### config.mk
export PLATFORM = sky130hd
export DESIGN_NAME = muldiv_sequencer
export DESIGN_NICKNAME = d
export VERILOG_FILES = /design/src/rtl/muldiv_sequencer.sv
export SDC_FILE = /design/constraint.sdc
export NUM_CORES = 1
export LEC_CHECK = 0
export ABC_CLOCK_PERIOD_IN_PS = 3400
export BUFFER_PORTS_ARGS = -buffer_cell sky130_fd_sc_hd__buf_4
export CELL_PAD_IN_SITES_DETAIL_PLACEMENT = 0
export CELL_PAD_IN_SITES_GLOBAL_PLACEMENT = 1
export CORE_ASPECT_RATIO = 0.9
export CORE_MARGIN = 2
export CORE_UTILIZATION = 40
export CTS_CLUSTER_SIZE = 24
export DETAILED_ROUTE_END_ITERATION = 8
export PLACE_DENSITY_LB_ADDON = 0.1
export SLEW_MARGIN = 20
export SYNTH_ARGS = -nofsm -noshare
export SYNTH_HDL_FRONTEND = slang
export SYNTH_SLANG_ARGS = --single-unit
### constraint.sdc
create_clock -name clk -period 3.4 [get_ports clk]
set_clock_uncertainty 0.05 [all_clocks]
set_input_delay 0.51 -clock clk [delete_from_list [all_inputs] [get_ports clk]]
set_output_delay 0.51 -clock clk [all_outputs]
set_load 0.1 [all_outputs]
### src/rtl/muldiv_sequencer.sv
// muldiv_sequencer
// Multi-cycle MIPS MULT/MULTU/DIV/DIVU unit that sits beside the EX-stage ALU.
// It owns the HI/LO registers. Multiply uses a shift-add scheme and divide uses
// restoring division, each producing one bit per clock.
//
// Ports:
//   clk, rst_n            clock (rising edge), asynchronous active-low reset
//   start, op[1:0]        launch request (sampled in IDLE); 00 MULT, 01 MULTU,
//                         10 DIV, 11 DIVU
//   operand_a, operand_b  rs (multiplicand/dividend), rt (multiplier/divisor)
//   hilo_read             MFHI/MFLO present in EX
//   mthi, mtlo            write operand_a into HI / LO (honoured in IDLE only)
//   flush                 abort the in-flight operation
//   hi, lo                HI/LO registers
//   busy, done, stall     not-IDLE, result-write pulse, busy & (hilo_read | start)
//
// Optional feature macro: MULDIV_EARLY_OUT_EN
//   When defined, a multiply stops iterating once the remaining multiplier bits
//   are zero. The partial product is then realigned in FIX.
module muldiv_sequencer #(
    parameter int WIDTH = 32
) (
    input  logic             clk,
    input  logic             rst_n,
    input  logic             start,
    input  logic [1:0]       op,
    input  logic [WIDTH-1:0] operand_a,
    input  logic [WIDTH-1:0] operand_b,
    input  logic             hilo_read,
    input  logic             mthi,
    input  logic             mtlo,
    input  logic             flush,
    output logic [WIDTH-1:0] hi,
    output logic [WIDTH-1:0] lo,
    output logic             busy,
    output logic             done,
    output logic             stall
);

    localparam int CW = $clog2(WIDTH) + 1;

    typedef enum logic [2:0] {S_IDLE, S_PREP, S_ITER, S_FIX, S_DONE} state_e;

    state_e             state_q, state_d;
    logic [1:0]         op_q, op_d;
    logic [WIDTH-1:0]   a_q, a_d, b_q, b_d;
    logic [2*WIDTH-1:0] prod_q, prod_d;
    logic [CW-1:0]      cnt_q, cnt_d;
    logic               neg_q, neg_d, rneg_q, rneg_d;
    logic [WIDTH-1:0]   hi_q, hi_d, lo_q, lo_d;

    logic               is_div, is_signed, a_neg, b_neg;
    logic [WIDTH-1:0]   a_mag, b_mag;
    logic [CW-1:0]      cnt_inc;
    logic [WIDTH:0]     mul_sum, div_rem_s;
    logic [WIDTH-1:0]   div_sub;
    logic               div_ge;
    logic [2*WIDTH-1:0] mul_next, div_next, prod_al, mul_fix;
    logic [WIDTH-1:0]   div_q, div_r, fix_hi, fix_lo;

    assign is_div    = op_q[1];
    assign is_signed = ~op_q[0];
    // In PREP, a_q/b_q still hold the raw operands captured in IDLE.
    assign a_neg     = is_signed & a_q[WIDTH-1];
    assign b_neg     = is_signed & b_q[WIDTH-1];
    assign a_mag     = a_neg ? -a_q : a_q;
    assign b_mag     = b_neg ? -b_q : b_q;
    assign cnt_inc   = cnt_q + CW'(1);

    // Multiply step. The multiplier sits in the low half and is consumed from bit 0.
    // The carry out of the upper add re-enters at the top on the right shift.
    assign mul_sum  = {1'b0, prod_q[2*WIDTH-1:WIDTH]} + {1'b0, a_q};
    assign mul_next = prod_q[0] ? {mul_sum, prod_q[WIDTH-1:1]}
                                : {1'b0, prod_q[2*WIDTH-1:1]};

    // Divide step. The remainder is in the upper half and the dividend/quotient is
    // in the lower half. The remainder stays below the divisor, so the shifted
    // value fits in WIDTH+1 bits and the difference fits in WIDTH bits.
    assign div_rem_s = {prod_q[2*WIDTH-1:WIDTH], prod_q[WIDTH-1]};
    assign div_ge    = div_rem_s >= {1'b0, b_q};
    assign div_sub   = div_rem_s[WIDTH-1:0] - b_q;
    assign div_next  = div_ge ? {div_sub, prod_q[WIDTH-2:0], 1'b1}
                              : {div_rem_s[WIDTH-1:0], prod_q[WIDTH-2:0], 1'b0};

`ifdef MULDIV_EARLY_OUT_EN
    logic [WIDTH-1:0] mul_rest;
    // Multiplier bits not yet consumed after the current iteration.
    assign mul_rest = b_q >> cnt_inc;
    // After cnt_q iterations, the partial product sits WIDTH-cnt_q places too high.
    assign prod_al  = prod_q >> (WIDTH - int'(cnt_q));
`else
    assign prod_al  = prod_q;
`endif

    assign mul_fix = neg_q  ? -prod_al : prod_al;
    assign div_q   = neg_q  ? -prod_q[WIDTH-1:0] : prod_q[WIDTH-1:0];
    assign div_r   = rneg_q ? -prod_q[2*WIDTH-1:WIDTH] : prod_q[2*WIDTH-1:WIDTH];
    assign fix_hi  = is_div ? div_r : mul_fix[2*WIDTH-1:WIDTH];
    assign fix_lo  = is_div ? div_q : mul_fix[WIDTH-1:0];

    always_comb begin
        state_d = state_q;
        op_d    = op_q;
        a_d     = a_q;
        b_d     = b_q;
        prod_d  = prod_q;
        cnt_d   = cnt_q;
        neg_d   = neg_q;
        rneg_d  = rneg_q;
        hi_d    = hi_q;
        lo_d    = lo_q;
        case (state_q)
            S_IDLE: begin
                if (mthi) hi_d = operand_a;
                if (mtlo) lo_d = operand_a;
                if (start && !flush) begin
                    op_d    = op;
                    a_d     = operand_a;
                    b_d     = operand_b;
                    state_d = S_PREP;
                end
            end
            S_PREP: begin
                if (flush) begin
                    state_d = S_IDLE;
                end else begin
                    a_d    = a_mag;
                    b_d    = b_mag;
                    neg_d  = a_neg ^ b_neg;
                    rneg_d = a_neg;
                    cnt_d  = '0;
                    prod_d = {{WIDTH{1'b0}}, (is_div ? a_mag : b_mag)};
                    if (is_div && b_q == '0) begin
                        hi_d    = a_q;
                        lo_d    = '1;
                        state_d = S_DONE;
`ifdef MULDIV_EARLY_OUT_EN
                    end else if (!is_div && b_mag == '0) begin
                        state_d = S_FIX;
`endif
                    end else begin
                        state_d = S_ITER;
                    end
                end
            end
            S_ITER: begin
                if (flush) begin
                    state_d = S_IDLE;
                end else begin
                    prod_d = is_div ? div_next : mul_next;
                    cnt_d  = cnt_inc;
                    if (cnt_q == CW'(WIDTH - 1)) state_d = S_FIX;
`ifdef MULDIV_EARLY_OUT_EN
                    else if (!is_div && mul_rest == '0) state_d = S_FIX;
`endif
                end
            end
            S_FIX: begin
                // HI/LO are committed on the FIX->DONE edge.
                // This makes them valid in the same cycle that done is high.
                if (flush) begin
                    state_d = S_IDLE;
                end else begin
                    hi_d    = fix_hi;
                    lo_d    = fix_lo;
                    state_d = S_DONE;
                end
            end
            S_DONE:  state_d = S_IDLE;
            default: state_d = S_IDLE;
        endcase
    end

    always_ff @(posedge clk or negedge rst_n) begin
        if (!rst_n) begin
            state_q <= S_IDLE;
            op_q    <= '0;
            a_q     <= '0;
            b_q     <= '0;
            prod_q  <= '0;
            cnt_q   <= '0;
            neg_q   <= 1'b0;
            rneg_q  <= 1'b0;
            hi_q    <= '0;
            lo_q    <= '0;
        end else begin
            state_q <= state_d;
            op_q    <= op_d;
            a_q     <= a_d;
            b_q     <= b_d;
            prod_q  <= prod_d;
            cnt_q   <= cnt_d;
            neg_q   <= neg_d;
            rneg_q  <= rneg_d;
            hi_q    <= hi_d;
            lo_q    <= lo_d;
        end
    end

    assign hi    = hi_q;
    assign lo    = lo_q;
    assign busy  = (state_q != S_IDLE);
    assign done  = (state_q == S_DONE);
    assign stall = busy & (hilo_read | start);

endmodule

After elaboration in Yosys (flattened, before gate mapping) --
Index checks and enable logic that the tools add are counted.
Word-level totals: output and inout port bits 67, logic and storage cells 95, input bits 73, register bits 205
Operators by class: bitwise logic cells 7, multiplexer cells 40, reduce and logical (&&, ||, !) cells 16, order comparisons 1, add/sub/neg operators 8, eq/ne operators 13
Operators by type and width (number):
- $mux 32 | 19
- $mux 64 | 6
- $pmux 32 s3 | 2
- $neg 32->32 | 4
- $pmux 32 s2 | 2
- $pmux 64 s2 | 1
- $neg 64->64 | 1
- $add 32x32->33 | 1
- $ge 33x32->1 | 1
- $logic_not 32->1 | 1
- $sub 32x32->32 | 1
- $mux 3 | 6
- $ne 2x2->1 const B | 7
- $mux 6 | 2
- $pmux 3 s4 | 1
- $pmux 6 s2 | 1
- $reduce_and 5->1 | 2
- $add 6x1->6 const B | 1
- $eq 3x2->1 const B | 2
- $eq 6x5->1 const B | 1
- $reduce_and 2->1 | 3
- $reduce_and 3->1 | 2
- $reduce_bool 3->1 | 2
- $reduce_bool 2->1 | 2
- 10 further kinds | 14

Longest topological paths before layout --
Gate-level depths: netlist of the first run.
depth in word-level cells 6, mapped depth 15, depth with buffers taken out 13

Worst setup path after synthesis of the first run --
No wires, ideal clock.
path type register to register, start point register prod_q[0], in the netlist prod_al[0], end point register hi_q[8], in the netlist hi[8], stages on the path, launching flop included 14, clock period less this slack 3240 ps, path buffers 2, arrival time 3070 ps, slack 160 ps, path through dfrtp_1 > inv_1 > clkbuf_1 > ha_1 > or4b_2 > nor3_1 > nand3_1 > o21ai_2 > buf_4 > o21ai_0 > xor2_1 > mux2i_1 > a211oi_1 > a21o_1
On the way: longest elaborated chain between the ends 5
RTL lines:
- start, declared | RTL line 47 | logic [2*WIDTH-1:0] prod_q, prod_d;
- start signal, assigned | RTL line 191 | prod_q <= prod_d;
- $neg 64->64 | RTL line 95 | assign mul_fix = neg_q ? -prod_al : prod_al;
- $mux 64 | RTL line 95
- $mux 32 | RTL line 98 | assign fix_hi = is_div ? div_r : mul_fix[2*WIDTH-1:WIDTH];
- $mux 32 | RTL line 161 | if (flush) begin
- $pmux 32 s3 | RTL line 112 | case (state_q)
- end signal, assigned | RTL line 195 | hi_q <= hi_d;
- end, declared | RTL line 50 | logic [WIDTH-1:0] hi_q, hi_d, lo_q, lo_d;
Every way passes these cells. The select of a mux whose other input is x is not followed. A chain may end at the register's enable or synchronous reset.

Worst setup path in the final report of the first run --
start point register prod_q[31], in the netlist prod_al[31], end point register prod_q[48], in the netlist prod_al[48]
On the way: longest elaborated chain between the ends 5, elaborated cells between the ends (all ways) 6, classes of those cells add/sub: 1; order compare: 1; mux: 4
RTL lines:
- $sub 32x32->32 or $ge 33x32->1 (tied branches) | RTL line 81, 80
- $mux 64 * | RTL line 82 | assign div_next = div_ge ? {div_sub, prod_q[WIDTH-2:0], 1'b1}
- $mux 64 * | RTL line 150 | prod_d = is_div ? div_next : mul_next;
- $mux 64 * | RTL line 147 | if (flush) begin
- $pmux 64 s2 * | RTL line 112
Mark *: on every way between the ends. The rest lies on a longest branch, timed or not. The select of a mux whose other input is x is not followed.

==> results of run 1 <==
[power breakdown]
part | leakage (nW) | total (W) | internal (W) | switching, W
logic | 6.56 | 0.0150 | 0.00559 | 0.00943
registers | 2.49 | 0.00434 | 0.00327 | 0.00107
clock network | 0.493 | 0.00327 | 0.00199 | 0.00128
total | 9.54 | 0.0226 | 0.0108 | 0.0118
[logic make-up after synthesis]
logic type | share of synthesized area, %
AO/OA/AOI/OAI | 28.1
XOR/XNOR | 8.34
adder cells (fa/ha/maj) | 5.18
flip-flops | 29.4
AND/OR/NAND/NOR | 17.9
buffers and inverters | 5.31
multiplexers | 5.73
[synth_stat cells (11+ instances only)]
cell type and number:
nor2b_1 27, ha_1 69, nor4_1 18, inv_1 75, a21o_1 50, a22o_1 13, or4_1 15, o211ai_1 27
and3_1 11, nand3_1 44, o41ai_1 12, nor2_1 215, mux2_4 20, o21ai_0 183, mux2i_1 45, xnor2_1 99
a22oi_1 16, xor2_1 67, o22ai_1 15, a31oi_1 27, clkbuf_1 123, buf_1 16, dfrtp_1 205, o221ai_1 13
a211oi_1 64, a21oi_1 252, o31ai_1 25, nor3_1 47, and2_1 14, nand2_1 185, or3_1 22, o21bai_1 12
nand2b_1 14
[metrics by stage]
stage          instance area, sq um  cells  total power (W)  util (%)
3_5_place_dp                  20400   2967           0.0189      47.5
5_1_grt                       21600   3026           0.0239      50.3
6_report                      21600   3026           0.0226      50.3
4_1_cts                       21400   3020           0.0223      49.9
2_1_floorplan                 17400   2195           0.0135         -
3_3_place_gp                  20400   2967           0.0189      47.5
[worst min path at each step]
stage | cells past startpoint | end | slack (ns) | start
after detailed placement | 1 | hi[18] | 0.42 | hi[18]
after CTS | 2 | op_q[0] | 0.10 | op[0]
final | 2 | op_q[0] | 0.12 | op[0]
after global placement | 1 | hi[1] | 0.41 | hi[1]
after global routing | 2 | op_q[0] | 0.12 | op[0]
after floorplan | 0 | a_q[0] | 0.16 | rst_n
[routing by layer]
| layer | track usage (%) | up-vias | routed length [um] |
|---|---|---|---|
| met5 | 0 | - | 0 |
| met4 | 9.24 | 0 | 2490 |
| met3 | 3.95 | 113 | 5190 |
| met2 | 52.1 | 741 | 33700 |
| met1 | 49.7 | 9053 | 36200 |
| li1 | - | 8515 | - |
[registers in the layout, indices dropped and copies added (netlist names)]
signal and flops:
a_q 32, b_q 32, cnt_q 6, hi 32, lo 32, neg_q 1
op_q 2, prod_al 64, rneg_q 1, state_q 3
[area by class of cell]
| cell class | instances | area (sq um) | share of cell area (%) |
|---|---|---|---|
| clock buffer | 38 | 818 | 3.78 |
| sequential | 205 | 5130 | 23.7 |
| multi-input combinational | 1761 | 11600 | 53.5 |
| clock inverter | 14 | 196 | 0.908 |
| inverter | 75 | 282 | 1.30 |
| timing repair buffer | 378 | 2940 | 13.6 |
| tap | 555 | 694 | 3.21 |
[timing repair]
item | 4_1_cts | 5_1_grt
hold buffers | 1 | 0
setup buffers | 0 | 6
hold endpoints to repair | 76 | 0
setup endpoints to repair | 7 | 28
gates resized for setup | 3 | 30
pin swaps | 1 | 7
==> metrics, run 1 <==
Synth Flop Type dfrtp_1; CTS tree done; worst skew pair latency 0.59 ns; CP peak stage delay slightly below 0.5 ns; DR iter-0 viols 1,709; Overflow after GRT 0; placer congestion estimate approximately 0.95; Req. time, crit path 3.82 ns; Tmin final between 3 and 4 ns; Nets 2,593; full die area roughly 45,000 sq um; Mapped Avg Cell Area around 7.9 sq um; crit path capture prod_al[48]; syn_nets around 2,300; crit path DAT about 3.7 ns; Remaining DRCs 0; sequential share of the synthesized area approximately 29%; Synth async-reset ratio 100%; cells after synthesis roughly 2,200; initial antenna violation count 2; Final ANT Viol Nets 0; Ports 140; GRT Total Usage roughly 34%; slew margin rel. 26.0%; Slew Limit Fails 0; Setup crit start prod_al[31]; Layout area overhead 24.0%; Mapped Area 17,400 sq um; Static Leak around 9.5 nW; cells on worst reg2reg path 12; Post-synth EDFFs 0; Yosys reg bits around 210; Clock Sinks roughly 210; Startpoint Class register; Synth cell types between 80 and 90; Crit Path Max Fanout 4; vias after detailed routing 18,400; area leader, netlist dfrtp_1; ant diodes 0; HPWL after DPL approximately 60,000 um; CP Class reg2reg; power density over the cells ~1000 nW/um^2; CP delay by family, top compound AO/OA/AOI/OAI gates; HP Class in2reg; die height 202 um; largest net degree at the start of global routing 81; number of global-route vias before repair approximately 18,000; WL per Instance between 20 and 30 um; status finished clean; reg-to-reg endpoint prod_al[48]; CTS buffer count 28; H-tree lvl count 1; hold slack ~0.12 ns; number of stages on the worst setup path 12; r2r setup slk 0.10 ns; commonest non-fill, non-tap cells in the layout buf_4, a21oi_1, nor2_1; pre-CTS setup slack -0.0321 ns; post-route setup slack 0.104 ns; worst reg2reg startpoint prod_al[31]; Peak supply drop approximately 500 uV; period utilization 96.9%; core area 43,000 sq um; Worst-Margin Slew 1.11 ns; Critical-path top delay cell o21bai_1; drt total wl 77,600 um; Yosys top cell area share 29.4%; Filler cells 4,246; Buffers & Inverters on Critical Path 2; Fin Setup TNS 0 ns; CP Cell Sequence inv_1, ha_1, inv_1, fa_1, nand3_1, a211o_1, a21boi_0, o21bai_1, o21ai_0, xnor2_1, o221ai_1, a211o_1; row count about 70; Die W 224 um; Max Clk Rate 0.303 GHz; 1st-pass router iterations 6; Setup crit end kind register; final hold vios 0; layout cell share with drive strength beyond 1 approximately a fifth; vias per inst approximately 6.1; endpoints failing setup 0; clock buffer depth 3; cells taking the most area after synthesis dfrtp_1, a21oi_1, o21ai_0; most common cell after layout, fill and taps aside buf_4; Root Buffer clkbuf_16; Max Cap Violations 0; I/O Buffers ~140; clock slew at reported path FFs ~0.06 ns; synthesis warning total 0; Starting Density slightly above 40%; first-pass GRT wire length 115,000 um
No activity file was read; power rests on OpenSTA's default activity.
==> run 2, diff against run 1 <==
--- a/config.mk
+++ b/config.mk
@@ -11,7 +11,7 @@
 export CELL_PAD_IN_SITES_GLOBAL_PLACEMENT = 1
 export CORE_ASPECT_RATIO = 0.9
 export CORE_MARGIN = 2
-export CORE_UTILIZATION = 40
+export CORE_UTILIZATION = 42
 export CTS_CLUSTER_SIZE = 24
 export DETAILED_ROUTE_END_ITERATION = 8
 export PLACE_DENSITY_LB_ADDON = 0.1
==> run 2 against run 1 <==
Net effect:
- non-clock buffer count decreased by 16
- flip-flop and latch count unchanged
- worst hold slack improved by 0.0077 ns
- power decreased by 1.7%
- count of clock-buffer cells in the layout decreased by 1
- final cell count decreased by 1.1%
- global-route usage increased by 1.2 points
- largest power group unchanged
- highest routed layer is now met5
==> metrics, run 2 (synthesized netlist as in run 1, its figures left out) <==
full die area 43,200 sq um (-4.7%); vias after detailed routing 18,400 (-0.016%); Largest register FFs 64 (unchanged); dpl cells 2,937 (-1.0%); clock slew at reported path FFs 0.06 ns (about the same); DR iter-0 viols 1,833 (+7.3%); Max Cap Violations 0 (unchanged); Min-Delay Path Depth 2 (unchanged); power density over the cells 1040 nW/um^2 (-0.85%); Starting Density 42.7% (+2.1 points); placer congestion estimate 0.961 (+0.79%); CP delay by family, top simple AND/OR/NAND/NOR gates; I/O Buffers 139 (unchanged); CTS buffer count 26 (-7.1%); combinational cell fraction of total power 66.8% (+0.4 points); Seq pwr share 19.9% (+0.7 points); commonest non-fill, non-tap cells in the layout buf_4, a21oi_1, nor2_1; total power draw 0.0222 W (-1.7%); r2r setup slk 0.08 ns (-0.02 ns); Crit Path Max Fanout 6 (+2); Filler cells 3,988 (-6.1%); Startpoint Class register; CP peak stage delay 0.57 ns (+0.08 ns); HPWL after DPL 59,700 um (-1.2%); WL per Instance 25.5 um (-0.49%); CP Cell Sequence buf_4, or3_1, or4_4, or3_4, nor4_4, nor4b_2, o21ai_1, xor2_2, a211oi_2, o31ai_1; Endpoint, Worst Hold op_q[0]; Psw 0.0117 W (-0.91%); drt total wl 76,300 um (-1.6%); Req. time, crit path 3.82 ns (about the same); die height 197 um (-2.4%); final hold vios 0 (unchanged); Final Core Density 52.5% (+2.2 points); initial antenna violation count 4 (+2); Clk pwr share 13.3% (-1.1 points); Peak supply drop 610 uV (+19%); core area 40,800 sq um (-5.0%); Final ANT Viol Nets 0 (unchanged); crit path DAT 3.74 ns (+0.02 ns); Overflow after GRT 0 (unchanged); Worst-Margin Slew 0.937 ns (-0.173 ns); H-tree lvl count 1 (unchanged); Slew Limit Fails 0 (unchanged); clock buffer depth 3 (unchanged); HP Class in2reg; number of global-route vias before repair 17,600 (+0.58%); Layout Cells excl Fill 2,992 (-1.1%); Buffers & Inverters on Critical Path 1 (-1); status finished clean; cells on worst reg2reg path 10 (-2); Setup crit end kind register; Ports 140 (unchanged); RSZ-0062 raised after global routing yes; Die W 219 um (-2.4%); reg-to-reg endpoint hi[26]; GRT Total Usage 35.0% (+1.2 points); Remaining DRCs 0 (unchanged); 1st-pass router iterations 5 (-1); CTS tree done; internal power 0.0106 W (-2.6%); Static Leak 9.39 nW (-1.5%); largest net degree at the start of global routing 76 (-6.2%); Root Buffer clkbuf_16; period utilization 97.6% (+0.66 points); Switching Fraction 52.5% (+0.43 points); first-pass GRT wire length 113,000 um (-2.1%); worst skew pair latency 0.57 ns (-0.02 ns); row count 70 (-2.8%); Clock Sinks 205 (unchanged); final instance area 21,400 sq um (-0.89%); Layout area overhead 22.9%; Worst Min Path Start op[0]; Max Clk Rate 0.301 GHz (-0.68%); vias per inst 6.16 (+1.1%); layout cell share with drive strength beyond 1 21.0% (-0.31 points); Tmin final 3.32 ns (+0.0225 ns); most common cell after layout, fill and taps aside buf_4; endpoints failing setup 0 (unchanged); slew margin rel. 37.3% (+11 points); Nets 2,575 (-0.69%); worst reg2reg startpoint prod_al[38]; Critical-path top delay cell or4_4; Placement Cell Area 20,300 sq um (-0.46%); CP Class reg2reg
## run 2: cell types whose count changed in the layout (fill, tap and decap cells not counted), sizes merged
cell,previous run,this run
clkinv,6,4
bufinv,4,3
clkbuf,38,37
inv,76,75
diode,0,2
buf,377,361
## run 2: layout make-up
type | count | area [sq um] | share of cell area, %
Timing Repair Buffer | 362 | 2850 | 13.3
Antenna cell | 2 | 5.00 | 0.0234
Inverter | 75 | 282 | 1.31
Tap cell | 540 | 676 | 3.15
Clock buffer | 37 | 742 | 3.46
Multi-Input combinational cell | 1761 | 11600 | 54.1
Sequential cell | 205 | 5140 | 24.0
Clock inverter | 10 | 144 | 0.671
## run 2: what timing repair did
item	4_1_cts	5_1_grt
setup buffers	0	5
endpoints found under the hold margin	72	0
endpoints found under the setup margin	6	50
hold buffers	1	0
resized for setup	4	40
pin swaps	1	10
## run 2: worst reg2reg max path, cell delays in order, from the launching register on
cell	delay, ns
dfrtp_1	0.44
buf_4	0.20
or3_1	0.40
or4_4	0.57
or3_4	0.38
nor4_4	0.16
nor4b_2	0.23
o21ai_1	0.13
xor2_2	0.30
a211oi_2	0.12
o31ai_1	0.25
## run 2: worst max-delay path by stage
| stage | from | end | slack, ns | depth (start not counted) |
|---|---|---|---|---|
| after CTS | prod_al[36] | prod_al[58] | 0.002 | 11 |
| after global routing | prod_al[32] | prod_al[61] | -0.04 | 14 |
| after detailed placement | prod_al[36] | prod_al[62] | -0.06 | 10 |
| after floorplan | prod_al[0] | hi[8] | 0.16 | 13 |
| after global placement | a_q[0] | prod_al[55] | 0.003 | 15 |
| final | prod_al[38] | hi[26] | 0.08 | 10 |
## run 2: power groups by stage
stage               sequential (W)  clock, W  combinational [W]
finish                     0.00442   0.00296             0.0149
global route               0.00451   0.00307             0.0159
CTS                        0.00435   0.00298             0.0145
detailed placement         0.00439         0             0.0144
global placement           0.00436         0             0.0143
floorplan                  0.00568         0            0.00782
## run 2: layer usage
layer	GRT usage (%)	up-vias	part of all wire, %
met5	0	-	0.030
met4	10.7	4	3.3
met3	7.88	147	9.5
met2	53.4	834	43
met1	49.2	8969	44
li1	-	8465	-
## run 2: metrics by stage
step	hold WS, ns	worst slack [ns]	setup TNS, ns
after floorplan	0.164	0.160	0
after global placement	0.408	0.00347	0
after detailed placement	0.412	-0.0625	-0.0899
after CTS	0.120	0.00233	0
after global routing	0.125	-0.0401	-0.109
final	0.126	0.0813	0
